**src/rtl/seg7_display_arbiter.sv**
```systemverilog
// Round-robin arbiter sharing one 4-digit multiplexed 7-segment display between four requesters.
// Define SEG7_ARB_BLANK_EN to insert a BLANK_CYCLES blank gap between different sources.
module seg7_display_arbiter #(
  parameter int DWELL_CYCLES = 50000000,
  parameter int BLANK_CYCLES = 2500000,
  parameter int CNT_W        = 32
) (
  input  logic        iCLK,
  input  logic        iRST_n,
  input  logic [3:0]  iREQ,
  input  logic [15:0] iDATA0,
  input  logic [15:0] iDATA1,
  input  logic [15:0] iDATA2,
  input  logic [15:0] iDATA3,
  input  logic        iLOCK,
  output logic [15:0] oDIG,
  output logic [3:0]  oGNT,
  output logic [1:0]  oSRC,
  output logic        oVALID
);

`ifdef SEG7_ARB_BLANK_EN
  typedef enum logic [1:0] {IDLE = 2'd0, SHOW = 2'd1, BLANK = 2'd2} state_t;
  localparam logic [CNT_W-1:0] BLANK_RELOAD = CNT_W'(BLANK_CYCLES - 1);
`else
  typedef enum logic [1:0] {IDLE = 2'd0, SHOW = 2'd1} state_t;
`endif

  localparam logic [CNT_W-1:0] DWELL_RELOAD = CNT_W'(DWELL_CYCLES - 1);

  if (DWELL_CYCLES < 2 || BLANK_CYCLES < 1) begin : g_bad_param
    $error("seg7_display_arbiter: DWELL_CYCLES must be >= 2 and BLANK_CYCLES >= 1");
  end

  state_t           state, state_nxt;
  logic [CNT_W-1:0] cnt, cnt_nxt;
  logic [1:0]       last, last_nxt;
  logic [15:0]      dig_nxt;
  logic [3:0]       gnt_nxt;
  logic [1:0]       src_nxt;
  logic             vld_nxt;

  logic [15:0] data [4];
  assign data[0] = iDATA0;
  assign data[1] = iDATA1;
  assign data[2] = iDATA2;
  assign data[3] = iDATA3;

  // Returns {found, index} of the first requester after 'from', wrapping 3->0 and ending at 'from'.
  function automatic logic [2:0] rr_pick(input logic [3:0] req, input logic [1:0] from);
    logic [2:0] res;
    logic [1:0] idx;
    res = 3'b000;
    for (int k = 4; k >= 1; k--) begin
      idx = from + 2'(k);
      if (req[idx]) res = {1'b1, idx};
    end
    return res;
  endfunction

  logic [2:0] pick_last, pick_cur;
  logic       others;
  logic       do_grant, do_clear;
  logic [1:0] grant_idx;

  // NOTE: every signal written here gets a default first, otherwise paths that skip an assignment infer latches.
  always_comb begin
    state_nxt = state;
    cnt_nxt   = cnt;
    last_nxt  = last;
    dig_nxt   = oDIG;
    gnt_nxt   = oGNT;
    src_nxt   = oSRC;
    vld_nxt   = oVALID;
    do_grant  = 1'b0;
    do_clear  = 1'b0;
    grant_idx = 2'd0;
    pick_last = rr_pick(iREQ, last);
    pick_cur  = rr_pick(iREQ, oSRC);
    others    = |(iREQ & ~oGNT);

    case (state)
      IDLE: begin
        if (pick_last[2]) begin
          do_grant  = 1'b1;
          grant_idx = pick_last[1:0];
        end
      end
      SHOW: begin
        dig_nxt = data[oSRC];
        // A dropped request ends the grant at once; otherwise only an unlocked expiry rotates.
        if (!iREQ[oSRC] || (!iLOCK && cnt == '0 && others)) begin
          last_nxt = oSRC;
          if (!pick_cur[2]) begin
            state_nxt = IDLE;
            cnt_nxt   = '0;
            do_clear  = 1'b1;
          end else begin
`ifdef SEG7_ARB_BLANK_EN
            state_nxt = BLANK;
            cnt_nxt   = BLANK_RELOAD;
            do_clear  = 1'b1;
`else
            do_grant  = 1'b1;
            grant_idx = pick_cur[1:0];
`endif
          end
        end else if (!iLOCK) begin
          cnt_nxt = (cnt == '0) ? DWELL_RELOAD : cnt - CNT_W'(1);
        end
      end
`ifdef SEG7_ARB_BLANK_EN
      BLANK: begin
        if (cnt != '0) begin
          cnt_nxt = cnt - CNT_W'(1);
        end else if (pick_last[2]) begin
          do_grant  = 1'b1;
          grant_idx = pick_last[1:0];
        end else begin
          state_nxt = IDLE;
        end
      end
`endif
      default: begin
        state_nxt = IDLE;
        cnt_nxt   = '0;
        do_clear  = 1'b1;
      end
    endcase

    if (do_grant) begin
      state_nxt = SHOW;
      cnt_nxt   = DWELL_RELOAD;
      src_nxt   = grant_idx;
      gnt_nxt   = 4'b0001 << grant_idx;
      vld_nxt   = 1'b1;
      dig_nxt   = data[grant_idx];
    end else if (do_clear) begin
      src_nxt   = 2'd0;
      gnt_nxt   = 4'b0000;
      vld_nxt   = 1'b0;
      dig_nxt   = 16'h0000;
    end
  end

  // NOTE: sequential state uses non-blocking assignments so every register samples pre-edge values.
  always_ff @(posedge iCLK or negedge iRST_n) begin
    if (!iRST_n) begin
      state  <= IDLE;
      cnt    <= '0;
      last   <= 2'd3;
      oDIG   <= 16'h0000;
      oGNT   <= 4'b0000;
      oSRC   <= 2'd0;
      oVALID <= 1'b0;
    end else begin
      state  <= state_nxt;
      cnt    <= cnt_nxt;
      last   <= last_nxt;
      oDIG   <= dig_nxt;
      oGNT   <= gnt_nxt;
      oSRC   <= src_nxt;
      oVALID <= vld_nxt;
    end
  end

endmodule

```
**config.mk**
```make
export PLATFORM = sky130hd
export DESIGN_NAME = seg7_display_arbiter
export DESIGN_NICKNAME = d
export VERILOG_FILES = /design/src/rtl/seg7_display_arbiter.sv
export SDC_FILE = /design/constraint.sdc
export NUM_CORES = 1
export LEC_CHECK = 0
export ABC_AREA = 1
export CAP_MARGIN = 20
export CORE_MARGIN = 1
export CORE_UTILIZATION = 25
export CTS_CLUSTER_SIZE = 30
export DETAILED_ROUTE_END_ITERATION = 10
export MAX_ROUTING_LAYER = met4
export SYNTH_ARGS = -nofsm -noshare
export SYNTH_HDL_FRONTEND = slang
export SYNTH_SLANG_ARGS = --single-unit
```
**constraint.sdc**
```tcl
create_clock -name iCLK -period 2.5 [get_ports iCLK]
set_input_delay 0.75 -clock iCLK [delete_from_list [all_inputs] [get_ports iCLK]]
set_output_delay 0.75 -clock iCLK [all_outputs]
set_load 0.01 [all_outputs]
```
==> impl_metrics.yaml <==
outcome:
  status: "complete, but fails checks"
  violations: "DRC"
clocking:
  cts_buffer_depth: 2
  h-tree-depth: 3
  insertion_delay_ns: 0.34
  ctsRootBufferMaster: "clkbuf_16"
  cts_tree: "yes"
  path_clk_slew_ns: 0.06
  cts_buffers: 9
  ctsHoldBuffers: 0
  clkSinkCount: 58
synthesis:
  synth_top_area_cell: "dfrtp_1"
  ys_seq_area_frac: 0.312
  synth_warnings: 0
  async_reset_ff_frac: 1.00
  synth_area_leaders: "dfrtp_1 (30%), nand2_1 (24%), inv_1 (5.6%)"
  synth-compound-area-share: 0.171
  synth_nets: 808
  synthAdderAreaFrac: 0.00269
  synthFlopType: "dfrtp_1"
  synth_top_family_by_area: "simple AND/OR/NAND/NOR gates"
  synthMuxAreaShare: 0
  synth_cell_types: 46
  syn_avg_cell_area_um2: 6.32
  synth_simple_gate_area_frac: 0.397
  synth_edf_count: 0
  synth-xor-area-share: 0.0169
  synth_cells: 736
  synthTopCellsByCount: "nand2_1 (296), inv_1 (69), dfrtp_1 (56)"
  synth_most_common_cell: "nand2_1"
  synth_top_area_frac: 0.301
  synth_seq_cells: 58
  syn-cell-area_um2: 4650
global_route:
  grt_use_total: 0.170
  grt_pass1_vias: 5001
  grt_pass1_wl_mm: 25.3
  grt_antenna_before_repair: 0
  grt.overflow.total: 0
  grt_max_degree: 59
pwr:
  internal_power_uw: 4980
  p_leak_uw: 0.00320
  pwr-share-seq: 0.174
  switching_share: 0.493
  pwr-share-comb: 0.710
  netSwitchingPower_uw: 4850
  power_density_nw_per_um2: 1500
  clock_power_share: 0.116
  ir_drop_v: 0.000900
floorplanning:
  core_area_um2: 18100
  die-height_um: 138
  io_pins: 94
  initial_core_util: 0.257
  die-area_um2: 19200
  rows: 49
  die_w_um: 138
detailed_routing:
  via_per_inst: 4.75
  routedWlPerCell_um: 13.8
  post-route-drc-count: 2
  vias: 5234
  drt_wl_total_mm: 15.2
  drtAntennaViolNets: 0
  drtPass1Iterations: 8
  drtIter0Drc: 333
critical_path:
  arrival_ns: 2.58
  critPathCaptureType: "register"
  worstReg2RegStart: "cnt[0]"
  crit_type: "register to register"
  cp.required_ns: 2.78
  path_max_fanout: 8
  critPathLaunchType: "register"
  critPathLaunch: "cnt[0]"
sta:
  hold_viol_final: 0
  worst_slack_ns: 0.199
  period_share: 0.920
  tns_ns: 0
  period_needed_ns: 2.30
  finalSetupViolations: 0
  fmax_mhz: 435
  grt_setup_unrepaired: "false"
  skew_ns: 0.00965
  slew_violations: 0
  worst_slew_pin_slew_ns: 0.633
  slew-limit-headroom: 0.578
cells_and_area:
  nFillCells: 1891
  postLayoutCellArea_um2: 6540
  area_delta_synth_final_pct: 40.6
  diodes: 0
  drive_above_1_share: 0.134
  fin_nets: 942
job:
  maxCapViolCount: 0
worst_hold_path:
  min_path_type: "input pin to async pin"
placed_design:
  routabilityCongestion: 0.945
  dp_slack_ns: -0.387
  io_buffers: 93
  placed_cell_area_um2: 6140
  dpl.hpwl_mm: 11.1
cell families (layout without fill, tap and decap cells):
group | after synthesis | after routing
buffers and inverters | 103 | 241
AOI/OAI and AO/OA | 127 | 127
adders and majority gates | 1 | 1
DFF | 58 | 58
and+or+nand+nor | 438 | 438
xor gates and xnor gates | 9 | 9
per-stage QoR:
step,util,power (uW),hold slack (ns),instances
finish,0.362,9830,0.418,1103
global placement,0.339,8210,0.511,1083
detailed placement,0.339,8260,0.509,1083
CTS,0.355,9510,0.432,1098
global route,0.362,10800,0.450,1103
floorplan,-,5970,0.454,736
critical path: stages (launching register included):
cell and delay [ns]:
dfrtp_1 0.38, inv_1 0.09, ha_2 0.22, nand2_2 0.09
nor2_4 0.16, nand2_4 0.08, nor2_8 0.14, nand2_4 0.07
nand2_4 0.08, o21bai_4 0.12, nor2_4 0.25, clkbuf_16 0.21
nand2_1 0.05, nand2_1 0.06, nand2_1 0.05, nand2_1 0.07
nand2_1 0.05, nand2_1 0.06
final cells by class:
cell class	count	area, um2	area share
inverter	78	298	0.0455
multi-input combinational	575	2780	0.425
timing repair buffer	148	1450	0.222
tap	229	287	0.0438
sequential	58	1460	0.222
clock buffer	10	239	0.0365
clock inverter	5	31.3	0.00478
sequential cells by signal, summed over array words and instances (netlist names):
signal	flops
last	2
state	1
oSRC	2
oGNT	4
oVALID	1
cnt	32
oDIG	16
routing by layer:
metal  share of wire  vias up  track usage
met1            0.47     2378        0.217
met4           0.014        0       0.0479
met5               0        -            -
met3           0.066       17       0.0402
li1                -     2665            -
met2            0.45      174        0.266
power by group through the flow:
| stage | sequential, uW | combinational [uW] | clock [uW] |
|---|---|---|---|
| after floorplan | 1690 | 4290 | 0 |
| after global placement | 1720 | 6480 | 0 |
| after detailed placement | 1710 | 6550 | 0 |
| after CTS | 1710 | 6630 | 1180 |
| after global routing | 1760 | 7830 | 1210 |
| final | 1710 | 6980 | 1140 |
cell usage in the layout, fill, tap and decap left out, types with 4 or more instances in the layout:
cell,n
a21oi_1,30
a221oi_1,4
a22o_1,4
a22oi_1,20
buf_12,5
buf_4,47
clkbuf_16,11
clkdlybuf4s50_1,88
dfrtp_1,55
dlymetal6s2s_1,4
inv_1,67
inv_2,8
nand2_1,295
nand2_2,5
nand3_1,47
nand4_1,4
nor2_1,50
nor2_2,5
nor3_1,11
o21ai_0,37
o22ai_1,13
or2_2,4
xnor2_1,6
what timing repair did:
action	in CTS	in global routing
setup endpoints to repair	20	53
buffers inserted	0	2
gates cloned	0	3
resized for setup	4	16
pin swaps	0	1
path summary, 6_finish.rpt:
path,cells after the start,slack (ns),end
worst min register to register,2,0.51,oVALID
worst max register to register,17,0.20,oDIG[8]
min in group iCLK,2,0.51,oVALID
max in group asynchronous,2,1.79,last[0]
worst min-delay path,2,0.42,oDIG[6]
worst max-delay path,17,0.20,oDIG[8]
(Power assumes the default switching activity.)
